`src/rtl/gf180mcu_fd_sc_mcu9t5v0__muxn_pkg.sv`:
```
// rtl/gf180mcu_fd_sc_mcu9t5v0__muxn_pkg.sv - shared types and limits for the registered N:1 mux
package gf180mcu_fd_sc_mcu9t5v0__muxn_pkg;

  // RUN passes data through; BLANK holds the output at zero while a select change settles
  typedef enum logic {
    RUN   = 1'b0,
    BLANK = 1'b1
  } state_t;

  localparam int N_MIN   = 2;
  localparam int N_MAX   = 16;
  localparam int W_MIN   = 1;
  localparam int W_MAX   = 64;
  localparam int GAP_MIN = 0;
  localparam int GAP_MAX = 15;

  // Blanking counter width; wide enough for GAP_MAX
  localparam int CNT_W = 4;

  function automatic bit params_ok(input int n, input int w, input int gap);
    return (n >= N_MIN) && (n <= N_MAX) &&
           (w >= W_MIN) && (w <= W_MAX) &&
           (gap >= GAP_MIN) && (gap <= GAP_MAX);
  endfunction

endpackage

```
`src/rtl/gf180mcu_fd_sc_mcu9t5v0__muxn_comb.sv`:
```
// rtl/gf180mcu_fd_sc_mcu9t5v0__muxn_comb.sv - combinational N:1 W-bit mux, zero for out-of-range select
module gf180mcu_fd_sc_mcu9t5v0__muxn_comb #(
  parameter int N  = 4,
  parameter int W  = 1,
  parameter int SW = $clog2(N)
) (
  input  logic [N*W-1:0] I,
  input  logic [SW-1:0]  SEL,
  output logic [W-1:0]   Y
);

  // Select channel SEL; any code with no matching channel yields zero
  always_comb begin
    Y = '0;
    for (int k = 0; k < N; k++) begin
      if (SEL == SW'(k)) begin
        Y = I[k*W +: W];
      end
    end
  end

endmodule

```
`src/rtl/gf180mcu_fd_sc_mcu9t5v0__muxn_reg.sv`:
```
// rtl/gf180mcu_fd_sc_mcu9t5v0__muxn_reg.sv - registered N:1 mux with handshaked, blanked select changes
module gf180mcu_fd_sc_mcu9t5v0__muxn_reg
  import gf180mcu_fd_sc_mcu9t5v0__muxn_pkg::*;
#(
  parameter int N   = 4,
  parameter int W   = 1,
  parameter int GAP = 1,
  parameter int SW  = $clog2(N)
) (
  input  logic            CLK,
  input  logic            RST,
  input  logic            EN,
  input  logic [N*W-1:0]  I,
  input  logic [SW-1:0]   S_REQ,
  input  logic            S_VLD,
  output logic            S_RDY,
  output logic [SW-1:0]   S_CUR,
  output logic [W-1:0]    Z,
  output logic            ZV,
  output logic            ERR
);

  localparam logic [CNT_W-1:0] GAP_CNT = CNT_W'(GAP);
  localparam logic [SW:0]      N_LIM   = (SW+1)'(N);
  localparam bit               NO_GAP  = (GAP == 0);

  generate
    if (!params_ok(N, W, GAP)) begin : g_bad_params
      $error("muxn_reg: parameter out of range (N=%0d W=%0d GAP=%0d)", N, W, GAP);
    end
  endgenerate

  state_t           state;
  state_t           state_nxt;
  logic [CNT_W-1:0] cnt;
  logic [SW-1:0]    pend;
  logic             accept;
  logic             req_oor;
  logic             req_change;
  logic             bypass;
  logic [SW-1:0]    mux_sel;
  logic [W-1:0]     mux_y;

  assign S_RDY      = (state == RUN);
  assign accept     = S_VLD && S_RDY;
  assign req_oor    = ({1'b0, S_REQ} >= N_LIM);
  // Requests for the current channel or an invalid one leave the data path untouched
  assign req_change = accept && !req_oor && (S_REQ != S_CUR);
  // With no blanking the new channel is captured on the accepting edge itself
  assign bypass     = req_change && NO_GAP;
  assign mux_sel    = bypass ? S_REQ : S_CUR;

  gf180mcu_fd_sc_mcu9t5v0__muxn_comb #(
    .N  (N),
    .W  (W),
    .SW (SW)
  ) u_mux (
    .I   (I),
    .SEL (mux_sel),
    .Y   (mux_y)
  );

  // Next state: enter BLANK on a real channel change, leave when the counter expires
  always_comb begin
    state_nxt = state;
    case (state)
      RUN:     if (req_change && !NO_GAP) state_nxt = BLANK;
      BLANK:   if (cnt == CNT_W'(1)) state_nxt = RUN;
      default: state_nxt = RUN;
    endcase
  end

  // State register
  always_ff @(posedge CLK or posedge RST) begin
    if (RST) begin
      state <= RUN;
    end else begin
      state <= state_nxt;
    end
  end

  // Data path: output capture, blanking counter, pending select and error pulse
  always_ff @(posedge CLK or posedge RST) begin
    if (RST) begin
      cnt   <= '0;
      pend  <= '0;
      S_CUR <= '0;
      Z     <= '0;
      ZV    <= 1'b0;
      ERR   <= 1'b0;
    end else begin
      ERR <= accept && req_oor;
      case (state)
        RUN: begin
          if (req_change && !NO_GAP) begin
            pend <= S_REQ;
            cnt  <= GAP_CNT;
            Z    <= '0;
            ZV   <= 1'b0;
          end else begin
            if (req_change) S_CUR <= S_REQ;
            if (EN) begin
              Z  <= mux_y;
              ZV <= 1'b1;
            end else if (req_change) begin
              // Z still holds the old channel's word, so it no longer matches S_CUR
              ZV <= 1'b0;
            end
          end
        end
        BLANK: begin
          cnt <= cnt - CNT_W'(1);
          Z   <= '0;
          ZV  <= 1'b0;
          if (cnt == CNT_W'(1)) S_CUR <= pend;
        end
        default: ;
      endcase
    end
  end

endmodule
```
`config.mk`:
```
export PLATFORM = sky130hd
export DESIGN_NAME = gf180mcu_fd_sc_mcu9t5v0__muxn_reg
export DESIGN_NICKNAME = d
export VERILOG_FILES = /design/src/rtl/gf180mcu_fd_sc_mcu9t5v0__muxn_pkg.sv /design/src/rtl/gf180mcu_fd_sc_mcu9t5v0__muxn_comb.sv /design/src/rtl/gf180mcu_fd_sc_mcu9t5v0__muxn_reg.sv
export SDC_FILE = /design/constraint.sdc
export NUM_CORES = 1
export LEC_CHECK = 0
export CORE_AREA = 2 2 39 41
export CTS_BUF_LIST = sky130_fd_sc_hd__clkbuf_4 sky130_fd_sc_hd__clkbuf_8
export DETAILED_ROUTE_END_ITERATION = 8
export DIE_AREA = 0 0 41 43
export PLACE_DENSITY = 0.84
export SLEW_MARGIN = 5
export SYNTH_ARGS = -nofsm -noshare
export SYNTH_HDL_FRONTEND = slang
export SYNTH_SLANG_ARGS = --single-unit
```
`constraint.sdc`:
```
create_clock -name CLK -period 1.78 [get_ports CLK]
set_input_delay 0.356 -clock CLK [delete_from_list [all_inputs] [get_ports CLK]]
set_output_delay 0.356 -clock CLK [all_outputs]
set_load 0.02 [all_outputs]
```
==> results of run 1 <==
logic make-up (layout without fill, tap and decap cells):
| logic type | after synthesis | count (layout) | share of synthesized area [%] |
|---|---|---|---|
| xor gates and xnor gates | 4 | 4 | 6.062 |
| other | 1 | 1 | 0.6487 |
| DFF | 11 | 11 | 47.62 |
| buffers and inverters | 6 | 24 | 5.844 |
| adders and majority gates | 2 | 2 | 4.328 |
| AOI/OAI and AO/OA | 5 | 5 | 6.928 |
| and+or+nand+nor | 14 | 14 | 15.58 |
| muxes | 6 | 6 | 12.99 |
per-stage QoR:
step | std cells | power, mW | cell area, sq um
floorplan | 49 | 0.9098 | 578.1
global placement | 79 | 1.121 | 734.5
detailed placement | 79 | 1.144 | 734.5
CTS | 83 | 1.338 | 764.5
global route | 83 | 1.423 | 769.5
finish | 83 | 1.323 | 769.5
power by group through the flow:
stage | Combinational (mW) | Sequential (mW) | Clock, mW
final | 0.636 | 0.504 | 0.183
after global routing | 0.698 | 0.523 | 0.202
after CTS | 0.645 | 0.502 | 0.191
after detailed placement | 0.634 | 0.509 | 0
after global placement | 0.628 | 0.493 | 0
after floorplan | 0.385 | 0.524 | 0
what timing repair did:
action / in CTS / in global routing
gates resized for setup: 0 / 2
buffers inserted: 0 / 0
endpoints found under the setup margin: 0 / 2
cells in the final DEF (no fill, tap or decap):
cell type,Yosys,routed
nor2_1,3,3
nand2_1,4,4
conb_1,1,1
inv_1,4,4
nand3_1,1,1
clkdlybuf4s50_1,0,12
clkbuf_4,0,4
mux2_2,4,4
xor2_1,3,3
o211a_1,1,1
buf_4,1,2
nor4b_4,1,1
nor4b_1,1,1
dfrtp_1,11,11
a311oi_1,1,1
mux2_4,2,2
o21a_1,1,1
o21bai_1,1,1
dlymetal6s2s_1,0,2
xnor2_1,1,1
nor3b_1,1,1
nand2b_1,1,1
o22ai_1,1,1
ha_1,2,2
nand3b_1,1,1
nor3_1,1,1
sequential cells by signal, indices dropped and copies added (netlist names):
name	count
S_CUR	2
Z	1
ZV	1
cnt	4
pend	2
state	1
synth_stat cells (2+ instances only):
| library cell | n | area share, % |
|---|---|---|
| dfrtp_1 | 11 | 48 |
| inv_1 | 4 | 2.6 |
| xor2_1 | 3 | 4.5 |
| mux2_2 | 4 | 7.8 |
| nand2_1 | 4 | 2.6 |
| mux2_4 | 2 | 5.2 |
| ha_1 | 2 | 4.3 |
| nor2_1 | 3 | 1.9 |
final cells by class:
class / count / area [sq um]
fillers: 119 / 614.3
flip-flops and latches: 11 / 275.3
multi-input cells: 32 / 269.0
repair buffers: 16 / 160.2
clock buffers: 4 / 30.03
well taps: 16 / 20.02
inverters: 4 / 15.01
routing by layer:
layer / GRT usage, % / share of wire [%]
met1: 20.27 / 44
met2: 24.69 / 52
met3: 4.712 / 2.3
met4: 10.00 / 1.5
met5: 0 / 0
worst min path at each step:
stage	startpoint	end	slack [ns]	cells after the start
6_report	RST	state	0.37	2
5_1_grt	RST	state	0.43	2
4_1_cts	RST	state	0.38	2
3_5_place_dp	pend[0]	pend[0]	0.50	1
3_3_place_gp	pend[0]	S_CUR[0]	0.50	1
2_1_floorplan	RST	S_CUR[0]	0.21	1
==> key figures, run 1 <==
Run status
  • Status: finished, final reports clean

Clock tree
  • Clock Sinks: 11
  • Clock-pin slew on the worst setup and hold paths: 0.07 ns
  • Clock Latency Late Sink: 0.27 ns
  • CTS buffer count: 3
  • H-tree Lvls: 1
  • Hold_buf cts: 0
  • CTS tree: done
  • Root Driver: clkbuf_4
  • Clock Tree Buf Depth: 2

Min path
  • HP Class: input port to async pin

Power and ir drop
  • Sequential Power Share: 38.1%
  • NetSw: 0.4957 mW
  • Power per cell area: 1719 mW/mm^2
  • Switching share of power: 37.46%
  • Internal power: 0.8274 mW
  • Leakage: 0.3657 nW
  • Clk pwr share: 13.9%
  • Power share of the combinational group: 48.1%
  • Max IR drop VDD: 0.7613 mV

Drt
  • DR vias/cell: 5.000
  • Drt pass-1 iters: 4
  • WL final: 1115 microns
  • Initial DRC count: 7
  • Routed vias: 415
  • Detail Route Antenna Nets: 0
  • DRC viols: 0
  • Wire per inst: 13.43 microns

Floorplanning
  • Die extent in x: 41 microns
  • Placement Rows: 14
  • Chip Height: 43 microns
  • Starting Density: 41.77%
  • # IOs: 16
  • Core region area: 0.001384 sq mm
  • Die area: 0.001763 sq mm

Finish
  • Final #Nets: 80
  • Layout cells sized above 1: 19.40%
  • Area Growth Syn to Fin: 33.12%
  • Util after Layout: 55.61%
  • # diodes: 0

Timing
  • Skew final: 0.004424 ns
  • Fin crit period: 1.669 ns
  • Maximum achievable frequency: 599.2 MHz
  • Setup TNS: 0 ns
  • Hold Vio Cnt, Final: 0
  • Endpoints failing setup: 0
  • Period utilisation layout: 93.76%
  • Final WS setup: 0.1110 ns
  • RSZ-0062 raised after global routing: false
  • Worst hold slack: 0.3680 ns
  • Fin. max-slew vios: 0

Setup path
  • Crit-path slowest cell: clkdlybuf4s50_1
  • Critical Path RT: 1.42 ns
  • Critical Path Source: S_CUR[0]
  • Kind of critical path: flip-flop to output pin
  • CP delay by family, top: buffers and inverters
  • Worst Path Arrival: 1.31 ns
  • Crit-path cells: clkdlybuf4s50_1
  • Startpoint types: flip-flop
  • Flop2flop setup slack: 0.33 ns
  • Buf/Inv on CP: 1
  • Worst r2r src: state
  • CP endpoint kind: output pin
  • CP max stage delay: 0.63 ns
  • CP Depth: 1
  • CP Capture Point: S_CUR[0]
  • Reg2reg end: S_CUR[1]
  • Worst-path fanout max: 5
  • R2R depth: 4

Place
  • GPL Wtd Cong: 0.7500
  • Setup WS pre-CTS: 0.04635 ns
  • # port buffers: 14
  • Dpl hpwl: 877.9 microns

Global route
  • Largest net degree at the start of global routing: 12
  • Global-route wire length before repair: 1828 microns
  • Initial antenna violation count: 0
  • Grt ovf: 0
  • Vias in the first global route: 419
  • Total track usage: 16.62%

Synth
  • Synth Warn #: 0
  • Syn_nets: 61
  • Number of synthesized flops with an enable pin: 0
  • Yosys reg bits: 11
  • Async set-reset flop share out of synthesis: 100.0%
  • Syn Std Cell Area: 578.1 sq um
  • Mapped Avg Cell Area: 11.80 sq um
  • Mapped Cells: 49
  • Number of distinct library cells after synthesis: 24
  • Seq/Total Area, Yosys: 47.62%
  • Top_reg_cell synth: dfrtp_1

Flow run
  • Max Cap Viol: 0
(Power assumes the default switching activity.)
==> run 2, diff against run 1 <==
CAP_MARGIN = 10   (was unset)
==> results of run 2 <==
Same layout as run 1: the final DEF is identical, and so are final timing and power.
